## src/rtl/uart_ram_loader.sv

```systemverilog
// uart_ram_loader: AXI4-lite master that resets the UART FIFOs, then polls the
// UART status register and copies each received byte into a RAM window at
// consecutive byte addresses until the requested length has been stored.
// RAM_BYTES must be a power of two and at least 4 (one full word lane set).
module uart_ram_loader #(
  parameter int                    ADDR_WIDTH = 18,
  parameter int                    DATA_WIDTH = 32,
  parameter logic [ADDR_WIDTH-1:0] UART_BASE  = 18'h00000,
  parameter logic [ADDR_WIDTH-1:0] RAM_BASE   = 18'h10000,
  parameter int                    RAM_BYTES  = 65536
) (
  input  logic                    clk,
  input  logic                    rst,
  input  logic                    start,
  input  logic [15:0]             load_len,
  output logic                    busy,
  output logic                    done,
  output logic                    error,
  output logic [15:0]             byte_count,
  output logic [ADDR_WIDTH-1:0]   m_axil_awaddr,
  output logic [2:0]              m_axil_awprot,
  output logic                    m_axil_awvalid,
  input  logic                    m_axil_awready,
  output logic [DATA_WIDTH-1:0]   m_axil_wdata,
  output logic [DATA_WIDTH/8-1:0] m_axil_wstrb,
  output logic                    m_axil_wvalid,
  input  logic                    m_axil_wready,
  input  logic [1:0]              m_axil_bresp,
  input  logic                    m_axil_bvalid,
  output logic                    m_axil_bready,
  output logic [ADDR_WIDTH-1:0]   m_axil_araddr,
  output logic [2:0]              m_axil_arprot,
  output logic                    m_axil_arvalid,
  input  logic                    m_axil_arready,
  input  logic [DATA_WIDTH-1:0]   m_axil_rdata,
  input  logic [1:0]              m_axil_rresp,
  input  logic                    m_axil_rvalid,
  output logic                    m_axil_rready
);

  localparam int STRB_WIDTH = DATA_WIDTH / 8;
  localparam int OFF_W      = $clog2(RAM_BYTES);

  localparam logic [ADDR_WIDTH-1:0] UART_RX   = UART_BASE;
  localparam logic [ADDR_WIDTH-1:0] UART_STAT = UART_BASE + ADDR_WIDTH'(8);
  localparam logic [ADDR_WIDTH-1:0] UART_CTRL = UART_BASE + ADDR_WIDTH'(12);

  typedef enum logic [3:0] {
    IDLE, INIT_W, INIT_B, POLL_AR, POLL_R, RX_AR, RX_R, WR_W, WR_B, FIN
  } state_e;

  state_e                  state_q,   state_d;
  logic                    busy_q,    busy_d;
  logic                    done_q,    done_d;
  logic                    error_q,   error_d;
  logic [15:0]             count_q,   count_d;
  logic [15:0]             len_q,     len_d;
  logic [OFF_W-1:0]        offset_q,  offset_d;
  logic [ADDR_WIDTH-1:0]   awaddr_q,  awaddr_d;
  logic                    awvalid_q, awvalid_d;
  logic [DATA_WIDTH-1:0]   wdata_q,   wdata_d;
  logic [STRB_WIDTH-1:0]   wstrb_q,   wstrb_d;
  logic                    wvalid_q,  wvalid_d;
  logic                    bready_q,  bready_d;
  logic [ADDR_WIDTH-1:0]   araddr_q,  araddr_d;
  logic                    arvalid_q, arvalid_d;
  logic                    rready_q,  rready_d;

  logic aw_fire, w_fire;

  // Only the STAT ready bit and the RX byte lane carry information.
  logic unused_rdata;
  assign unused_rdata = ^m_axil_rdata[DATA_WIDTH-1:8];

  assign aw_fire = awvalid_q & m_axil_awready;
  assign w_fire  = wvalid_q  & m_axil_wready;

  // Next-state and next-output computation for the load sequencer.
  always_comb begin
    // NOTE: every _d starts from its held value (done from 0) so no path through
    // the case statement leaves a variable unassigned and infers a latch.
    state_d   = state_q;
    busy_d    = busy_q;
    done_d    = 1'b0;
    error_d   = error_q;
    count_d   = count_q;
    len_d     = len_q;
    offset_d  = offset_q;
    awaddr_d  = awaddr_q;
    awvalid_d = awvalid_q;
    wdata_d   = wdata_q;
    wstrb_d   = wstrb_q;
    wvalid_d  = wvalid_q;
    bready_d  = bready_q;
    araddr_d  = araddr_q;
    arvalid_d = arvalid_q;
    rready_d  = rready_q;

    unique case (state_q)
      IDLE: begin
        if (start) begin
          len_d     = load_len;
          count_d   = '0;
          offset_d  = '0;
          error_d   = 1'b0;
          busy_d    = 1'b1;
          awaddr_d  = UART_CTRL;
          wdata_d   = DATA_WIDTH'(32'h3);
          wstrb_d   = '1;
          awvalid_d = 1'b1;
          wvalid_d  = 1'b1;
          state_d   = INIT_W;
        end
      end

      // Address and data channels complete independently, in either order.
      INIT_W, WR_W: begin
        if (aw_fire) awvalid_d = 1'b0;
        if (w_fire)  wvalid_d  = 1'b0;
        if ((aw_fire || !awvalid_q) && (w_fire || !wvalid_q)) begin
          bready_d = 1'b1;
          state_d  = (state_q == INIT_W) ? INIT_B : WR_B;
        end
      end

      INIT_B, WR_B: begin
        if (m_axil_bvalid) begin
          bready_d = 1'b0;
          if (m_axil_bresp != 2'b00) begin
            error_d = 1'b1;
            busy_d  = 1'b0;
            done_d  = 1'b1;
            state_d = FIN;
          end else if ((state_q == INIT_B && len_q == 16'd0) ||
                       (state_q == WR_B && count_q + 16'd1 == len_q)) begin
            if (state_q == WR_B) begin
              count_d  = count_q + 16'd1;
              offset_d = offset_q + OFF_W'(1);
            end
            busy_d  = 1'b0;
            done_d  = 1'b1;
            state_d = FIN;
          end else begin
            if (state_q == WR_B) begin
              count_d  = count_q + 16'd1;
              offset_d = offset_q + OFF_W'(1);
            end
            araddr_d  = UART_STAT;
            arvalid_d = 1'b1;
            state_d   = POLL_AR;
          end
        end
      end

      POLL_AR, RX_AR: begin
        if (m_axil_arready) begin
          arvalid_d = 1'b0;
          rready_d  = 1'b1;
          state_d   = (state_q == POLL_AR) ? POLL_R : RX_R;
        end
      end

      POLL_R, RX_R: begin
        if (m_axil_rvalid) begin
          rready_d = 1'b0;
          if (m_axil_rresp != 2'b00) begin
            error_d = 1'b1;
            busy_d  = 1'b0;
            done_d  = 1'b1;
            state_d = FIN;
          end else if (state_q == RX_R) begin
            awaddr_d  = RAM_BASE + ADDR_WIDTH'(offset_q);
            wdata_d   = {STRB_WIDTH{m_axil_rdata[7:0]}};
            wstrb_d   = STRB_WIDTH'(1) << offset_q[1:0];
            awvalid_d = 1'b1;
            wvalid_d  = 1'b1;
            state_d   = WR_W;
          end else begin
            // A ready RX FIFO moves on to the data read; otherwise re-poll at once.
            araddr_d  = m_axil_rdata[0] ? UART_RX : UART_STAT;
            arvalid_d = 1'b1;
            state_d   = m_axil_rdata[0] ? RX_AR : POLL_AR;
          end
        end
      end

      FIN: state_d = IDLE;

      default: state_d = IDLE;
    endcase
  end

  // State and registered outputs; reset abandons any in-flight transaction.
  always_ff @(posedge clk) begin
    // NOTE: non-blocking assignments keep every flop sampling pre-edge values.
    if (rst) begin
      state_q   <= IDLE;
      busy_q    <= 1'b0;
      done_q    <= 1'b0;
      error_q   <= 1'b0;
      count_q   <= '0;
      len_q     <= '0;
      offset_q  <= '0;
      awaddr_q  <= '0;
      awvalid_q <= 1'b0;
      wdata_q   <= '0;
      wstrb_q   <= '0;
      wvalid_q  <= 1'b0;
      bready_q  <= 1'b0;
      araddr_q  <= '0;
      arvalid_q <= 1'b0;
      rready_q  <= 1'b0;
    end else begin
      state_q   <= state_d;
      busy_q    <= busy_d;
      done_q    <= done_d;
      error_q   <= error_d;
      count_q   <= count_d;
      len_q     <= len_d;
      offset_q  <= offset_d;
      awaddr_q  <= awaddr_d;
      awvalid_q <= awvalid_d;
      wdata_q   <= wdata_d;
      wstrb_q   <= wstrb_d;
      wvalid_q  <= wvalid_d;
      bready_q  <= bready_d;
      araddr_q  <= araddr_d;
      arvalid_q <= arvalid_d;
      rready_q  <= rready_d;
    end
  end

  assign busy           = busy_q;
  assign done           = done_q;
  assign error          = error_q;
  assign byte_count     = count_q;
  assign m_axil_awaddr  = awaddr_q;
  assign m_axil_awprot  = 3'b000;
  assign m_axil_awvalid = awvalid_q;
  assign m_axil_wdata   = wdata_q;
  assign m_axil_wstrb   = wstrb_q;
  assign m_axil_wvalid  = wvalid_q;
  assign m_axil_bready  = bready_q;
  assign m_axil_araddr  = araddr_q;
  assign m_axil_arprot  = 3'b000;
  assign m_axil_arvalid = arvalid_q;
  assign m_axil_rready  = rready_q;

endmodule

```

## config.mk

```make
export PLATFORM = sky130hd
export DESIGN_NAME = uart_ram_loader
export DESIGN_NICKNAME = d
export VERILOG_FILES = /design/src/rtl/uart_ram_loader.sv
export SDC_FILE = /design/constraint.sdc
export NUM_CORES = 1
export LEC_CHECK = 0
export ABC_AREA = 1
export CORE_MARGIN = 8
export CORE_UTILIZATION = 47
export DETAILED_ROUTE_END_ITERATION = 8
export GPL_ROUTABILITY_DRIVEN = 0
export PLACE_DENSITY = 0.81
export SETUP_SLACK_MARGIN = 0.1
export SKIP_LAST_GASP = 1
export SYNTH_ARGS = -nofsm -noshare
export SYNTH_HDL_FRONTEND = slang
export SYNTH_SLANG_ARGS = --single-unit
```

## constraint.sdc

```tcl
create_clock -name clk -period 2.58 [get_ports clk]
set_input_delay 0.258 -clock clk [delete_from_list [all_inputs] [get_ports clk]]
set_output_delay 0.258 -clock clk [all_outputs]
set_load 0.01 [all_outputs]
```

==> metrics.yaml, run 1 <==
status: "finished clean"
period_share_pct: 86.9
syn-mean-instance-area_um2: 6.85
top_layer: "met4"
reg2reg_to: "m_axil_araddr[3]"
holdWs_ns: 0.400
path_max_fanout: 5
syn_to_final_growth_pct: 25.0
num_antenna_cells: 0
numCtsBuffers: 9
port_buffers: 113
clock_path_buffers: 2
tritoncts: "done"
grt_max_degree: 55
worstSetupPathType: "reg -> reg"
holdPathStages: 5
core_area_um2: 10300
vias_per_cell: 5.07
synth_cell_types: 40
finalClockSkew_ns: 0.00810
netlist_area_um2: 4990
slew_viol_final: 0
ys_ff_latch: 92
hold_start: "rst"
grt.total_usage_pct: 18.4
fin_cells: 963
finalSetupTns_ns: 0
slew_headroom_pct: 49.3
end_kind: "register"
cts-htree-levels: 3
routed_wirelength_mm: 13.2
start_kind: "register"
synth.area.top_cells: "dfxtp_1 (37%), nand2_1 (14%), a21oi_1 (8.1%)"
finalHoldViolations: 0
m1WireLength_mm: 5.81
die_height_um: 119
setup_viol: 0
cp_data_arrival_time_ns: 2.56
post-dp-hpwl_mm: 10.0
clk_latency_ns: 0.37
wl_met3_mm: 1.01
worstMarginPinSlew_ns: 0.759
yosys.area.top_type_share_pct: 36.9
syn_inst: 728
antenna_found_initial: 0
drtIter0Drc: 302
vias: 4884
drc: 0
min_period_ns: 2.24
synth_warnings: 0
ys.flop_type: "dfxtp_1"
start_util_pct: 48.3
globalRouteOverflowTotal: 0
async_reset_ff_share_pct: 0
dieArea_um2: 14200
fmax_mhz: 446
fp.dieW_um: 119
worst_ep_required_time_ns: 2.89
synth_edf_count: 0
p_leak_nw: 2.37
cts_hold_buf: 0
clock_sinks: 92
pwr_density_cell_nw_per_um2: 733
worst-r2r-cell-count: 18
ys_seq_area_share_pct: 36.9
wl_met2_mm: 6.21
rrSetupSlack_ns: 0.34
grt_pass1_wl_mm: 21.8
drive_above_1_share_pct: 7.86
min_path_type: "in -> reg"
std_cell_rows: 37
grt_pass1_vias: 4509
ant_nets: 0
yosysMostFrequentCell: "nand2_1"
r2r-start: "byte_count[1]"
fin_nets: 887
peakVddDrop_mv: 0.545
drtPass1Iterations: 5
pin_count: 162
rsz0062_at_grt: "no"
wire_per_inst_um: 13.7
synth_area_leader_cell: "dfxtp_1"
max_cap_viol_count: 0
clk_pin_slew_ns: 0.10
place_inst: 944
power.total_mw: 4.57
synthTopCellsByCount: "nand2_1 (181), dfxtp_1 (92), a21oi_1 (81)"
whs_endpoint: "m_axil_araddr[3]"
root_buffer: "clkbuf_8"
==> timing repair <==
item | 4_1_cts | 5_1_grt
gates resized for setup | 0 | 3
endpoints found under the setup margin | 0 | 11
buffers inserted | 0 | 3
==> cell type report <==
class / count / area (um^2)
Timing Repair Buffer: 126 / 1250
Multi-Input combinational cell: 509 / 2470
Fill cell: 981 / 4090
Clock inverter: 7 / 67.6
Sequential cell: 92 / 1840
Clock buffer: 9 / 124
Inverter: 84 / 315
Tap cell: 136 / 170
==> logic make-up (layout without fill, tap and decap cells) <==
family / count (synthesis) / after routing / share of synthesized area, %
other cells: 1 / 24 / 0.0752
flops: 92 / 92 / 36.9
xor+xnor: 8 / 8 / 1.40
buf+inv: 150 / 226 / 15.5
fa+ha+maj: 5 / 5 / 1.25
simple gates: 344 / 344 / 31.1
compound gates: 128 / 128 / 13.8
==> worst max path at each step <==
stage | startpoint | end | slack, ns | cells after the start
6_report | byte_count[1] | m_axil_araddr[3] | 0.34 | 18
5_1_grt | byte_count[1] | m_axil_araddr[3] | 0.10 | 18
4_1_cts | byte_count[1] | busy | 0.22 | 16
3_5_place_dp | byte_count[1] | busy | 0.27 | 16
3_3_place_gp | byte_count[1] | busy | 0.30 | 16
2_1_floorplan | byte_count[0] | busy | 0.56 | 14
==> layout by cell type (no fill, tap or decap), types with 2 or more instances in the layout <==
master           netlist  layout
dfxtp_1               92      91
inv_1                 77      77
o21ai_0               34      34
nor2_1                50      50
nor3_1                14      14
nand4_1               16      16
nand2_2                1       2
nand3_1               56      56
buf_12                 0       2
buf_2                  4       2
clkdlybuf4s50_1        0     112
xor2_1                 7       7
o221a_2                4       4
ha_1                   5       5
nand3_2                3       3
a21oi_1               81      81
nand2_1              181     180
nand3b_1               2       2
nor4_1                 2       2
nor2_2                 9       8
nor2_4                 3       4
nor3_2                 2       2
clkinv_4               0       2
inv_6                  0       3
conb_1                 1      24
inv_2                  7       7
clkbuf_8               0       9
buf_4                 48      10
a31oi_1                2       2
==> state kept, by name, summed over array words and instances, names as in the netlist, 4 cells and up <==
name and flops:
m_axil_awaddr 17, byte_count 16, len_q 16, offset_q 16, m_axil_wdata 10, m_axil_wstrb 4
state_q 4
==> worst max-delay path, stage by stage (launching register included) <==
cell and delay, ns:
dfxtp_2 0.38, ha_1 0.19, nand2_1 0.15, nor2_4 0.17
buf_2 0.19, nand2_1 0.08, nand2_1 0.09, nand3_1 0.08
nand2_1 0.07, inv_1 0.05, nand2_1 0.05, nor2_1 0.04
nand2_1 0.08, nor2_1 0.04, nand2_1 0.13, nand4_1 0.17
nand2_1 0.10, nand2_1 0.05, nor2_1 0.08
==> where the power goes <==
part	switching, mW	internal (mW)	total, mW
combinational	1.10	0.743	1.85
sequential	0.130	1.64	1.77
clock	0.583	0.372	0.955
total	1.82	2.75	4.57
==> per-stage QoR <==
stage | instance area, um^2 | utilization [%] | setup WS [ns]
floorplan | 5070 | - | 0.564
global placement | 6000 | 58.1 | 0.295
global route | 6230 | 60.4 | 0.103
detailed placement | 6000 | 58.1 | 0.265
CTS | 6190 | 60.0 | 0.216
finish | 6230 | 60.4 | 0.337
==> metal layers <==
metal  vias to the layer above  track usage [%]
li1                       2493                -
met1                      2196             22.9
met2                       174             30.3
met3                        21             4.16
met4                         0             6.48
met5                         -                0
Note: power is estimated with default switching activity, not from simulation.
==> run 2: changes to the inputs <==
--- a/config.mk
+++ b/config.mk
@@ -7,10 +7,10 @@
 export LEC_CHECK = 0
 export ABC_AREA = 1
 export CORE_MARGIN = 8
-export CORE_UTILIZATION = 47
+export CORE_UTILIZATION = 25
 export DETAILED_ROUTE_END_ITERATION = 8
 export GPL_ROUTABILITY_DRIVEN = 0
-export PLACE_DENSITY = 0.81
+export PLACE_DENSITY = 0.54
 export SETUP_SLACK_MARGIN = 0.1
 export SKIP_LAST_GASP = 1
 export SYNTH_ARGS = -nofsm -noshare
==> metrics.yaml, run 2 (same netlist as run 1, synthesis figures left out) <==
start_util_pct: 25.5
cp-startpoint: "state_q[2]"
std_cell_rows: 51
finalHoldViolations: 0
power_frac_seq_pct: 35.9
p_clk_share_pct: 27.5
r2r-start: "state_q[2]"
power.total_mw: 4.94
pwr_density_cell_nw_per_um2: 762
fmax_mhz: 445
fillerInstances: 2172
setup_viol: 0
dieArea_um2: 24700
die_height_um: 157
slew_viol_final: 0
peakVddDrop_mv: 0.338
grt_max_degree: 55
path_max_fanout: 25
cp_data_arrival_time_ns: 2.49
wire_per_inst_um: 13.5
intPower_mw: 3.04
post_cts_buffers: 0
drtPass1Iterations: 5
final_common_cell: "nand2_1"
p_leak_nw: 2.41
worstMarginPinSlew_ns: 0.613
post-dp-hpwl_mm: 11.3
rsz0062_at_grt: "no"
cts-htree-levels: 3
max_cap_viol_count: 0
largest_register_ffs: 17
switchingPower_mw: 1.90
pin_count: 162
num_antenna_cells: 0
min_path_type: "in -> reg"
finalSetupTns_ns: 0
start_kind: "register"
worst_ep_required_time_ns: 2.83
postPlaceCellArea_um2: 6170
fp.dieW_um: 157
drive_above_1_share_pct: 7.98
antenna_found_initial: 1
fin_nets: 887
clk_pin_slew_ns: 0.07
ant_nets: 0
vias: 4706
grt.total_usage_pct: 12.1
clock_path_buffers: 2
fin_cells: 1092
port_buffers: 113
vias_per_cell: 4.31
final_cell_area_um2: 6490
pwr-share-comb_pct: 36.6
tritoncts: "done"
status: "finished clean"
slew_headroom_pct: 59.2
clk_latency_ns: 0.36
cts_hold_buf: 0
clock_sinks: 92
final_cell_mix: "nand2_1 (180), clkdlybuf4s50_1 (112), dfxtp_1 (91)"
drc: 0
multi_input_area_um2: 2480
syn_to_final_growth_pct: 30.1
ff_latch_area_um2: 1840
core_area_um2: 19500
end_kind: "register"
place_inst: 1075
root_buffer: "clkbuf_16"
hold_start: "rst"
grt_pass1_wl_mm: 23.5
routed_wirelength_mm: 14.7
switching_share_pct: 38.5
finalClockSkew_ns: 0.0132
min_period_ns: 2.25
period_share_pct: 87.1
worstSetupPathType: "reg -> reg"
grt_pass1_vias: 4521
globalRouteOverflowTotal: 0
numCtsBuffers: 9
drtIter0Drc: 231
run 2: cell count changes in the layout (fill, tap and decap cells not counted), sizes merged:
cell | before | now
buf | 14 | 13
nor2 | 62 | 63
clkinvlp | 1 | 0
inv | 87 | 89
clkinv | 3 | 2
run 2: per-stage QoR:
step           util (%)  hold WS [ns]  worst slack, ns
2_1_floorplan         -         0.402            0.564
3_3_place_gp       31.6         0.450            0.240
3_5_place_dp       31.6         0.458            0.156
4_1_cts            33.1         0.363            0.145
5_1_grt            33.2         0.439            0.122
6_report           33.2         0.381            0.334
run 2: final timing paths:
check / to / slack (ns) / depth (start not counted)
max: m_axil_wstrb[1] / 0.33 / 12
min: busy / 0.38 / 4
max reg2reg: m_axil_wstrb[1] / 0.33 / 12
min reg2reg: m_axil_arvalid / 0.47 / 2
run 2: layout make-up:
class	instances	share of cell area [%]
clock inverters	7	1.18
well taps	265	5.11
clock buffers	9	3.47
multi-input cells	510	38.2
repair buffers	125	18.7
flip-flops and latches	92	28.4
inverters	84	4.86
run 2: repair_timing:
action / in CTS / in global routing
endpoints found under the hold margin: 0 / 0
setup endpoints to repair: 0 / 6
gates resized for setup: 0 / 5
run 2: critical path, cell delays in order, from the launching register on:
cell and delay [ns]:
dfxtp_1 0.35, inv_2 0.06, nor2_1 0.15, inv_2 0.07
nor2_2 0.17, inv_2 0.05, or2_1 0.25, nand2_1 0.13
inv_2 0.07, nand4_4 0.08, buf_4 0.31, inv_2 0.15
o221a_2 0.29
run 2: power groups by stage:
stage,Combinational (mW),Sequential [mW],Clock [mW]
floorplan,1.15,1.84,0
global placement,1.83,1.80,0
detailed placement,1.83,1.80,0
CTS,1.84,1.77,1.41
global route,2.02,1.81,1.46
finish,1.81,1.77,1.36
run 2: routing by layer:
metal  wire (um)  track usage (%)  up-vias
li1            -                -     2490
met1        6970             15.2     2096
met2        6620             19.7      104
met3         816             2.00       14
met4         291             5.80        2
met5           8                0        -
